## src/rtl/odometer_scan_ctrl.sv

```systemverilog
// Scan sequencer for the CDIR sensor pairs: drives the decoder through reset/measure
// per pair, accumulates saturating aging deltas and reports sum/avg/worst/verdict.
module odometer_scan_ctrl #(
    parameter int NO_CDIR      = 8,
    parameter int MUX_SEL_SIZE = 3,
    parameter int RESET_CYCLES = 4,
    parameter int TIMEOUT      = 255
) (
    input  logic                      clk,
    input  logic                      rst_n,
    input  logic                      start,
    input  logic [31:0]               threshold,
    output logic [1:0]                mode,
    output logic [MUX_SEL_SIZE-1:0]   r_mux_sel,
    output logic [MUX_SEL_SIZE-1:0]   s_mux_sel,
    input  logic [31:0]               r_freq,
    input  logic [31:0]               s_freq,
    input  logic                      valid_out,
    output logic                      busy,
    output logic                      done,
    output logic [32+MUX_SEL_SIZE-1:0] diff_sum,
    output logic [31:0]               avg_diff,
    output logic [31:0]               max_diff,
    output logic [MUX_SEL_SIZE-1:0]   max_idx,
    output logic                      aged,
    output logic                      timeout_err
);

    localparam int CMAX = (TIMEOUT > RESET_CYCLES) ? TIMEOUT : RESET_CYCLES;
    localparam int CW   = $clog2(CMAX + 1);
    localparam int SW   = 32 + MUX_SEL_SIZE;

    typedef enum logic [2:0] {S_IDLE, S_INIT, S_MEAS, S_CAPT, S_NEXT, S_FIN} state_t;

    state_t                  state_q, state_d;
    logic [CW-1:0]           cnt_q, cnt_d;
    logic [MUX_SEL_SIZE-1:0] idx_q, idx_d;
    logic [31:0]             thr_q, thr_d;
    logic [31:0]             rcap_q, rcap_d, scap_q, scap_d;
    logic [SW-1:0]           sum_q, sum_d;
    logic [31:0]             avg_q, avg_d, max_q, max_d;
    logic [MUX_SEL_SIZE-1:0] maxi_q, maxi_d;
    logic                    aged_q, aged_d, tout_q, tout_d;
    logic [1:0]              mode_q, mode_d;
    logic                    busy_q, busy_d, done_q, done_d;
    logic [31:0]             delta;

    always_comb begin
        state_d = state_q;
        cnt_d   = '0;
        idx_d   = idx_q;
        thr_d   = thr_q;
        rcap_d  = rcap_q;
        scap_d  = scap_q;
        sum_d   = sum_q;
        avg_d   = avg_q;
        max_d   = max_q;
        maxi_d  = maxi_q;
        aged_d  = aged_q;
        tout_d  = tout_q;
        delta   = (rcap_q >= scap_q) ? (rcap_q - scap_q) : '0;

        unique case (state_q)
            S_IDLE: if (start) begin
                thr_d   = threshold;
                idx_d   = '0;
                sum_d   = '0;
                max_d   = '0;
                maxi_d  = '0;
                tout_d  = 1'b0;
                state_d = S_INIT;
            end
            S_INIT: begin
                if (cnt_q == CW'(RESET_CYCLES - 1)) state_d = S_MEAS;
                else                                cnt_d   = cnt_q + 1'b1;
            end
            S_MEAS: begin
                // cnt_q == 0 marks the pipeline-flush cycle where valid_out is stale
                if (cnt_q != '0 && valid_out) begin
                    rcap_d  = r_freq;
                    scap_d  = s_freq;
                    state_d = S_CAPT;
                end else if (cnt_q == CW'(TIMEOUT - 1)) begin
                    tout_d  = 1'b1;
                    rcap_d  = '0;
                    scap_d  = '0;
                    state_d = S_CAPT;
                end else begin
                    cnt_d = cnt_q + 1'b1;
                end
            end
            S_CAPT: begin
                sum_d = sum_q + SW'(delta);
                if (delta > max_q) begin
                    max_d  = delta;
                    maxi_d = idx_q;
                end
                state_d = S_NEXT;
            end
            S_NEXT: begin
                if (idx_q == MUX_SEL_SIZE'(NO_CDIR - 1)) begin
                    // Loaded on FIN entry so the results are already valid alongside done
                    avg_d   = sum_q[SW-1:MUX_SEL_SIZE];
                    aged_d  = (sum_q[SW-1:MUX_SEL_SIZE] >= thr_q);
                    state_d = S_FIN;
                end else begin
                    idx_d   = idx_q + 1'b1;
                    state_d = S_INIT;
                end
            end
            S_FIN:   state_d = S_IDLE;
            default: state_d = S_IDLE;
        endcase

        unique case (state_d)
            S_INIT:          mode_d = 2'b00;
            S_MEAS:          mode_d = 2'b10;
            S_CAPT, S_NEXT:  mode_d = 2'b11;
            default:         mode_d = 2'b01;
        endcase
        busy_d = (state_d == S_INIT) || (state_d == S_MEAS) ||
                 (state_d == S_CAPT) || (state_d == S_NEXT);
        done_d = (state_d == S_FIN);
    end

    always_ff @(posedge clk or negedge rst_n) begin
        if (!rst_n) begin
            state_q <= S_IDLE;
            cnt_q   <= '0;
            idx_q   <= '0;
            thr_q   <= '0;
            rcap_q  <= '0;
            scap_q  <= '0;
            sum_q   <= '0;
            avg_q   <= '0;
            max_q   <= '0;
            maxi_q  <= '0;
            aged_q  <= 1'b0;
            tout_q  <= 1'b0;
            mode_q  <= 2'b00;
            busy_q  <= 1'b0;
            done_q  <= 1'b0;
        end else begin
            state_q <= state_d;
            cnt_q   <= cnt_d;
            idx_q   <= idx_d;
            thr_q   <= thr_d;
            rcap_q  <= rcap_d;
            scap_q  <= scap_d;
            sum_q   <= sum_d;
            avg_q   <= avg_d;
            max_q   <= max_d;
            maxi_q  <= maxi_d;
            aged_q  <= aged_d;
            tout_q  <= tout_d;
            mode_q  <= mode_d;
            busy_q  <= busy_d;
            done_q  <= done_d;
        end
    end

    assign mode        = mode_q;
    assign r_mux_sel   = idx_q;
    assign s_mux_sel   = idx_q;
    assign busy        = busy_q;
    assign done        = done_q;
    assign diff_sum    = sum_q;
    assign avg_diff    = avg_q;
    assign max_diff    = max_q;
    assign max_idx     = maxi_q;
    assign aged        = aged_q;
    assign timeout_err = tout_q;

endmodule

```

## config.mk

```make
export PLATFORM = sky130hd
export DESIGN_NAME = odometer_scan_ctrl
export DESIGN_NICKNAME = d
export VERILOG_FILES = /design/src/rtl/odometer_scan_ctrl.sv
export SDC_FILE = /design/constraint.sdc
export NUM_CORES = 1
export LEC_CHECK = 0
export ABC_AREA = 1
export CAP_MARGIN = 0
export CORE_ASPECT_RATIO = 1.4
export CORE_MARGIN = 8
export CORE_UTILIZATION = 43
export CTS_CLUSTER_SIZE = 16
export DETAILED_ROUTE_END_ITERATION = 7
export HOLD_SLACK_MARGIN = 0.08
export PLACE_DENSITY = 0.66
export SLEW_MARGIN = 0
export SYNTH_ARGS = -nofsm -noshare
export SYNTH_HDL_FRONTEND = slang
export SYNTH_SLANG_ARGS = --single-unit
```

## constraint.sdc

```tcl
create_clock -name clk -period 9.5 [get_ports clk]
set_input_delay 1.425 -clock clk [delete_from_list [all_inputs] [get_ports clk]]
set_output_delay 1.425 -clock clk [all_outputs]
set_load 0.05 [all_outputs]
```

**Word-level counts from Yosys, hierarchy flattened**

Index checks and enable logic that the tools add are counted.

- $add $sub $neg: 4
- Multiply operators: 0
- Div/mod/pow operators: 0
- Order comparisons: 3
- Equal/unequal tests: 17
- Shift operators: 0
- Muxes and demuxes: 29
- Bitwise logic cells: 0
- Reductions and logical operators: 18

Operator list:

| operator | number |
|---|---|
| $mux 32 | 6 |
| $pmux 35 s2 | 1 |
| $ge 32x32->1 | 2 |
| $pmux 32 s2 | 1 |
| $add 35x32->35 | 1 |
| $mux 35 | 1 |
| $gt 32x32->1 | 1 |
| $sub 32x32->32 | 1 |
| $mux 3 | 8 |
| $mux 8 | 3 |
| $pmux 8 s2 | 1 |
| $pmux 3 s5 | 1 |
| $eq 3x2->1 const B | 4 |
| $eq 3x3->1 const B | 4 |
| $pmux 3 s2 | 2 |
| $ne 2x2->1 const B | 5 |
| $add 8x1->8 const B | 1 |
| $eq 8x2->1 const B | 1 |
| $eq 8x8->1 const B | 1 |
| $reduce_and 2->1 | 4 |
| $reduce_bool 2->1 | 4 |
| $reduce_bool 8->1 | 1 |
| $eq 3x1->1 const B | 2 |
| $pmux 2 s3 | 1 |
| other kinds (9) | 14 |

- Flip-flop bits (word level): 218
- Bits in latches: 0
- Bits in writable memories: 0
- Memory bits (read-only): 0
- Output and inout bits: 114
- Word-level logic and storage cells: 86
- Memories kept: 0

**Logic depth before layout (Yosys ltp)**

Gate-level depths: netlist of the first run.

- Depth after elaboration: 8
- Gate-level depth with buffers: 36
- Depth with buffers taken out: 33

**Worst setup path before layout of the first run**

No wires, ideal clock.

- Path kind: reg2reg
- Start: register rcap_q[0]
- End: register maxi_q[2], in the netlist max_idx[2]
- Setup time: 0.120 ns
- Data arrival time: 3.803 ns
- Required time: 9.380 ns
- Path slack: 5.577 ns
- Stages on the path, launching flop included: 31
- Period minus slack after synthesis: 3.923 ns
- Cell sequence: dfrtp_1 > inv_1 > ha_1 > inv_1 > fa_1 > nand2_1 > nand2_1 > nand3_1 > nand2_2 > nand2_2 > nand3_2 > nand2_4 > nand2_8 > buf_8 > buf_2 > buf_2 > o21ai_0 > a21oi_1 > ha_1 > nand4_1 > nor3_1 > nand3b_1 > nor3_2 > nand4_1 > nand2_1 > nor2_2 > nand2_4 > inv_4 > buf_6 > nand2_1 > nand2_1

- Cells in the longest elaborated chain, start to end: 5
- Elaborated cells on any way between the ends: 6
- Those cells by class: add/sub: 1; order compare: 2; eq/ne: 1; mux: 1; reduce/logical: 1

RTL lines:

| item | line | text |
|---|---|---|
| start: declaration | 39 | `logic [31:0] rcap_q, rcap_d, scap_q, scap_d;` |
| start signal: assignment | 148 | `rcap_q <= rcap_d;` |
| $sub 32x32->32 or $ge 32x32->1 (tied branches) | 61 | `delta = (rcap_q >= scap_q) ? (rcap_q - scap_q) : '0;` |
| $mux 32 (*) | 61 |  |
| $gt 32x32->1 (*) | 94 | `if (delta > max_q) begin` |
| $ne 2x2->1 (no line) (*) | - |  |
| $reduce_and 3->1 (no line) (*) | - |  |
| end signal: assignment | 153 | `maxi_q <= maxi_d;` |
| end: declaration | 42 | `logic [MUX_SEL_SIZE-1:0] maxi_q, maxi_d;` |

Mark *: on every way between the ends. The rest lies on a longest branch, timed or not.
A chain may end at the register's enable or synchronous reset.

**Final worst setup path of the first run**

- Start: register rcap_q[0]
- End: register max_q[9], in the netlist max_diff[9]

- Cells in the longest elaborated chain, start to end: 5
- Elaborated cells on any way between the ends: 8
- Those cells by class: add/sub: 1; order compare: 2; eq/ne: 1; mux: 3; reduce/logical: 1

RTL lines:

| item | line | text |
|---|---|---|
| $sub 32x32->32 or $ge 32x32->1 (tied branches) | 61 |  |
| $mux 32 (*) | 61 |  |
| $gt 32x32->1 | 94 |  |
| $ne 2x2->1 (no line) | - |  |
| $reduce_and 3->1 (no line) | - |  |
| end signal: assignment | 152 | `max_q <= max_d;` |
| end: declaration | 41 | `logic [31:0] avg_q, avg_d, max_q, max_d;` |

Mark *: on every way between the ends. The rest lies on a longest branch, timed or not. The select of a mux whose other input is x is not followed.

==> results of run 1 <==
==> power groups by stage <==
stage               clock network, W  logic, W  registers (W)
floorplan                          0   0.00280        0.00182
global placement                   0   0.00427        0.00151
detailed placement                 0   0.00433        0.00152
CTS                         0.000962   0.00436        0.00151
global route                0.000996   0.00488        0.00154
finish                      0.000938   0.00434        0.00151
==> cell usage in the layout (no fill, tap or decap), types with 23 or more instances in the layout <==
cell	count
sky130_fd_sc_hd__inv_1	283
sky130_fd_sc_hd__clkdlybuf4s50_1	212
sky130_fd_sc_hd__clkbuf_16	23
sky130_fd_sc_hd__nand4_1	27
sky130_fd_sc_hd__nor2_1	106
sky130_fd_sc_hd__a21oi_1	116
sky130_fd_sc_hd__nand3_1	101
sky130_fd_sc_hd__o21ai_0	141
sky130_fd_sc_hd__a22o_1	32
sky130_fd_sc_hd__nand2_1	556
sky130_fd_sc_hd__dfrtp_1	218
sky130_fd_sc_hd__ha_1	122
==> worst min path at each step <==
stage | end | cells after the start | startpoint | slack (ps)
floorplan | cnt_q[0] | 1 | cnt_q[0] | 430
global placement | cnt_q[0] | 1 | cnt_q[0] | 440
finish | cnt_q[0] | 1 | cnt_q[0] | 460
detailed placement | cnt_q[0] | 1 | cnt_q[0] | 450
CTS | cnt_q[0] | 1 | cnt_q[0] | 460
global route | avg_diff[19] | 2 | avg_diff[19] | 500
==> routing by layer <==
layer	vias up	share of wire (%)
met5	-	0
met4	0	4.0
met3	81	5.6
met2	303	49
met1	6046	41
li1	6655	-
==> area by class of cell <==
| type | count | area [um^2] |
|---|---|---|
| Clock buffer | 34 | 697 |
| Clock inverter | 7 | 85.1 |
| Fill cell | 3148 | 15300 |
| Inverter | 294 | 1110 |
| Multi-Input combinational cell | 1361 | 7470 |
| Sequential cell | 218 | 5460 |
| Tap cell | 445 | 557 |
| Timing Repair Buffer | 222 | 2200 |
==> worst reg2reg max path: cells and delay by family (launching register included) <==
kind / cells / cell delay (ps)
simple gates: 16 / 2280
fa+ha+maj: 3 / 830
compound gates: 5 / 940
buf+inv: 4 / 460
flops: 1 / 350
==> cell families (layout without fill, tap and decap cells) <==
logic type,Yosys count,count (layout)
xor gates and xnor gates,18,18
adders and majority gates,124,124
DFF,218,218
AOI/OAI and AO/OA,347,347
and+or+nand+nor,872,872
buffers and inverters,343,557
==> through the flow <==
stage	hold slack, ps	worst slack [ps]	utilization [%]	cell area (um^2)
floorplan	432	5580	-	14300
global placement	445	4700	51.0	16800
detailed placement	455	4550	51.0	16800
CTS	463	4530	53.4	17600
global route	504	4070	53.4	17600
finish	461	4530	53.4	17600
==> registers in the layout (all words and copies together), names as in the netlist <==
register     flops
aged             1
avg_diff        32
busy             1
cnt_q            8
diff_sum        35
done             1
max_diff        32
max_idx          3
mode             2
r_mux_sel        3
rcap_q          32
scap_q          32
state_q          3
thr_q           32
timeout_err      1
==> metrics.cfg, run 1 <==
[drt]
vias=13100
drt.antenna.violating_nets=0
drt-initial-drc-count=863
wirelength_um=42100
drtPass1Iterations=5
drc=0
viasPerCell=5.07
wl_per_cell_um=16.3

[clock_network]
ctsHtreeMaxLevel=1
cts_tree=done
clk_latency_ps=530
ctsResizeCount=0
cts_num_sinks=218
worst_setup_hold_path_clk_slew_ps=60
cts_root_buffer=sky130_fd_sc_hd__clkbuf_16
tritoncts.num_buffers=23
post-cts-setup-buffer-count=0
cts-root-to-sink-buffers=3
hold_buffers_post_cts=0

[logic_synthesis]
yosysTopAreaCellShare_pct=38.3
synthesis.area_um2=14300
postSynthCellCount=1922
post-synth-top-count-cell=sky130_fd_sc_hd__nand2_1
synth_cell_type_count=51
synth_enable_flop_cells=0
fraction_of_the_mapped_netlist_area_in_adder_cells_pct=11.0
xor_and_xnor_area_share_after_synthesis_pct=1.11
synth.ff_latch_count=218
synth.yosys.seq_area_share_pct=38.3
synth_top_family_by_area=simple AND/OR/NAND/NOR gates
dominant_cell_type_by_area_after_synthesis=sky130_fd_sc_hd__dfrtp_1
syn_avg_cell_area_um2=7.42
async_reset_ff_share_pct=100
main_area_contributors_after_synthesis=sky130_fd_sc_hd__dfrtp_1 (38%), sky130_fd_sc_hd__nand2_1 (15%), sky130_fd_sc_hd__ha_1 (11%)
synth_mux_area_share_pct=0
yosys_warnings=0
synthSimpleGateAreaFrac_pct=26.2
synth_compound_area_share_pct=14.0
most_common_flop_cell_mapped_by_yosys=sky130_fd_sc_hd__dfrtp_1
synthesis.nets=2146
synth.cells.most_frequent=sky130_fd_sc_hd__nand2_1 (557), sky130_fd_sc_hd__inv_1 (283), sky130_fd_sc_hd__dfrtp_1 (218)

[layout]
area_growth_syn_to_layout_pct=23.3
stdcell_count=2581
nNetsFinal=2344
post_route_cells_drive_above_1_share_pct=5.06
antenna-diode-count=0

[sta]
rsz_0062_raised_after_global_routing=no
timing.clock.skew_ps=11.2
slew_viol_final=0
final.min_clock_period_ps=4970
worstMarginPinSlew_ps=984
max-slew-margin-rel_pct=34.4
setup_viol=0
setup_total_negative_slack_ps=0
timing_limited_maximum_frequency_mhz=201
finalHoldViolCount=0
final_worst_path_period_share_pct=52.3

[global_routing]
grt_met1_use_pct=25.3
grtUsageMet3_pct=4.09
grt-ovfl-total=0
grt_most_used_layer=met2
global_route.usage.met2_pct=38.1
antenna_violations_before_repair=0
global_route_usage_over_all_layers_pct=21.6
grt_pass1_vias=13300
grt_start_max_net_pins=85
grt_first_pass_wirelength_um=68700

[worst_setup_path]
arrival_ps=5380
crit_cells=28
timing.reg2reg.worst_path_depth=28
cpMostUsedCell=sky130_fd_sc_hd__nand2_1
crit_type=reg -> reg
endpoint=max_diff[9]
cp_slowest_cell=sky130_fd_sc_hd__fa_1
r2r_end=max_diff[9]
cp-start-kind=flip-flop
end_kind=flip-flop
worst-path-max-fanout=36
critical-path-max-stage-delay_ps=440
timing.reg2reg.setup_slack_ps=4530
worstPathRequired_ps=9910
crit-reg2reg-launch=rcap_q[0]
crit_start=rcap_q[0]
crit_family=simple AND/OR/NAND/NOR gates
timing.critical_path.buf_inv=4

[pwr]
sw_frac_of_total_pct=51.9
power_leakage_nw=8.96
power.share.combinational_pct=64.0
p_total_w=0.00678
power_density_nw_per_um2=386
clock_power_share_pct=13.8
p_int_w=0.00326
ir_worst_vdd_v=0.000201
net_switching_power_figure_w=0.00352
sequentialPowerShare_pct=22.2

[status]
run_status=finished clean

[floorplan]
top_level_ports=214
die-height_um=231
rows=79
overall_die_area_um2=39300
floorplan.die.width_um=170
initial_core_util_pct=43.3
core_area_um2=32900

[placement]
place_congestion=0.891
dp_hpwl_um=33100
total_placed_cells_including_tap_cells=2540
placement.io_buffers=213

[worst_hold_path]
worst_hold_path_type=reg -> reg

[flow_run]
timing.max_cap.violations=0

(Power assumes the default switching activity.)
==> inputs of run 2 (changes only) <==
Settings changed: PLACE_DENSITY 0.66 to 0.68.
Clock period 9.5 ns to 4.3 ns, I/O delays scaled along.
==> run 2 against run 1 <==
Critical path depth is the same. Maximum frequency grew 19%. Flip-flop and latch count did not move. Highest routed layer unchanged. Largest cell class unchanged. Hold slack got worse by 320 ps.
==> metrics.cfg, run 2 (synthesis results as in run 1) <==
[drt]
vias=13600  ; +3.9%
drt-initial-drc-count=851  ; -1.4%
wl_per_cell_um=16.6  ; +1.5%
viasPerCell=5.16  ; +1.7%
drc=0  ; unchanged
drt.antenna.violating_nets=0  ; unchanged
drtPass1Iterations=5  ; unchanged
wirelength_um=43700  ; +3.7%

[sta]
fin_ws_ps=129  ; -4400 ps
setup_total_negative_slack_ps=0  ; unchanged
setup_viol=0  ; unchanged
worstMarginPinSlew_ps=850  ; -134 ps
final.min_clock_period_ps=4170  ; -798 ps
final_worst_path_period_share_pct=97.0  ; +45 points
max-slew-margin-rel_pct=43.3  ; +8.9 points
slew_viol_final=0  ; unchanged
timing.clock.skew_ps=19.1  ; +7.94 ps
timing_limited_maximum_frequency_mhz=240  ; +19%
finalHoldViolCount=0  ; unchanged
rsz_0062_raised_after_global_routing=yes

[layout]
antenna-diode-count=0  ; unchanged
final.fill_count=3150  ; +0.064%
area_growth_syn_to_layout_pct=29.7
post-route-cell-area_um2=18500  ; +5.2%
post_route_cells_drive_above_1_share_pct=10.9  ; +5.8 points
max_reg_flops=35  ; unchanged
postLayoutCoreUtil_pct=56.2  ; +2.8 points
mostFrequentLayoutCells=sky130_fd_sc_hd__nand2_1 (545), sky130_fd_sc_hd__inv_1 (277), sky130_fd_sc_hd__dfrtp_1 (218), sky130_fd_sc_hd__clkdlybuf4s50_1 (212), sky130_fd_sc_hd__o21ai_0 (136)
stdcell_count=2637  ; +2.2%
nNetsFinal=2401  ; +2.4%
layout_commonest_cell=sky130_fd_sc_hd__nand2_1

[clock_network]
worst_setup_hold_path_clk_slew_ps=60  ; about the same
hold_buffers_post_cts=0  ; unchanged
cts-root-to-sink-buffers=3  ; unchanged
ctsHtreeMaxLevel=1  ; unchanged
cts_tree=done
tritoncts.num_buffers=23  ; unchanged
clk_latency_ps=540  ; about the same
cts_root_buffer=sky130_fd_sc_hd__clkbuf_16
cts_num_sinks=218  ; unchanged

[global_routing]
grt-ovfl-total=0  ; unchanged
grt_start_max_net_pins=105  ; +24%
grt_pass1_vias=13400  ; +0.83%
grt_first_pass_wirelength_um=67900  ; -1.1%
global_route_usage_over_all_layers_pct=21.3  ; -0.35 points
antenna_violations_before_repair=0  ; unchanged

[worst_hold_path]
worst_hold_path_type=in -> async

[floorplan]
floorplan.die.width_um=170  ; unchanged
initial_core_util_pct=43.3  ; unchanged
top_level_ports=214  ; unchanged
die-height_um=231  ; unchanged
rows=79  ; unchanged
core_area_um2=32900  ; unchanged
overall_die_area_um2=39300  ; unchanged

[pwr]
ir_worst_vdd_v=0.000404  ; +100%
power_density_nw_per_um2=880  ; +130%
power_leakage_nw=9.30  ; +3.9%

[worst_setup_path]
endpoint=max_diff[0]
end_kind=flip-flop
r2r_end=max_diff[0]
worstPathRequired_ps=4760  ; -5150 ps
critical-path-max-stage-delay_ps=360  ; -80 ps
crit-reg2reg-launch=scap_q[9]
timing.reg2reg.setup_slack_ps=130  ; -4400 ps
worst-path-max-fanout=6  ; -83%
crit_type=reg -> reg
crit_start=scap_q[9]
arrival_ps=4630  ; -750 ps
timing.reg2reg.worst_path_depth=28  ; unchanged
cpMostUsedCell=sky130_fd_sc_hd__nand2_1
cp-start-kind=flip-flop
cp_slowest_cell=sky130_fd_sc_hd__dfrtp_1

[placement]
pre_cts_ws_ps=-32.5  ; -4580 ps
placed_area_um2=17100  ; +1.7%
placement.io_buffers=213  ; unchanged
dp_hpwl_um=33500  ; +1.1%
total_placed_cells_including_tap_cells=2574  ; +1.3%
place_congestion=0.925  ; +3.8%

[status]
run_status=finished clean

[flow_run]
timing.max_cap.violations=0  ; unchanged

[run 2: cell count changes in the layout (fill, tap and decap cells not counted), sizes merged]
cell / previous run / this run
nand2: 578 / 579
buf: 10 / 61
clkinv: 5 / 6
bufinv: 2 / 1
inv: 294 / 298
clkbuf: 34 / 32
clkinvlp: 0 / 2
[run 2: final cells by class]
class	instances	area, um^2	share of cell area, %
sequential	218	5460	29.5
multi-input combinational	1362	7890	42.7
timing repair buffer	276	2720	14.7
timing repair inverter	2	17.5	0.0948
inverter	294	1120	6.05
tap	445	557	3.01
clock buffer	29	628	3.40
clock inverter	11	96.3	0.521
[run 2: repair_timing]
action                                  CTS  global route
setup buffers                             1            15
pin swaps                                 1            34
resized for setup                         0           100
endpoints found under the setup margin   34            54
cloned                                    0             7
[run 2: how the worst min path moves through the flow]
stage                     end  cells past startpoint
floorplan                aged                      0
global placement     cnt_q[0]                      1
detailed placement   cnt_q[0]                      1
CTS                 scap_q[7]                      1
global route        rcap_q[3]                      1
finish              rcap_q[4]                      1
[run 2: layer usage]
metal	global-route usage, %	up-vias	wire length [um]
met2	38.4	356	22100
met4	8.37	0	1740
met1	24.5	6399	17400
met3	3.73	88	2470
li1	-	6753	-
met5	0	-	0
[run 2: worst max-delay path: cells and delay by family (launching register included)]
family / cells / cell delay (ps)
buf+inv: 6 / 760
flops: 1 / 360
simple gates: 15 / 1570
compound gates: 5 / 840
fa+ha+maj: 2 / 580
[run 2: per-stage QoR]
stage / total power (W) / hold WS (ps)
6_report: 0.0163 / 140
3_5_place_dp: 0.0134 / 458
3_3_place_gp: 0.0132 / 448
4_1_cts: 0.0154 / 182
5_1_grt: 0.0176 / 217
2_1_floorplan: 0.0102 / 349
[run 2: power by group]
| part | leakage, nW | switching (W) | internal (W) | total, W |
|---|---|---|---|---|
| clock | 0.356 | 0.000846 | 0.00110 | 0.00195 |
| combinational | 6.11 | 0.00691 | 0.00404 | 0.0110 |
| sequential | 2.83 | 0.000589 | 0.00277 | 0.00336 |
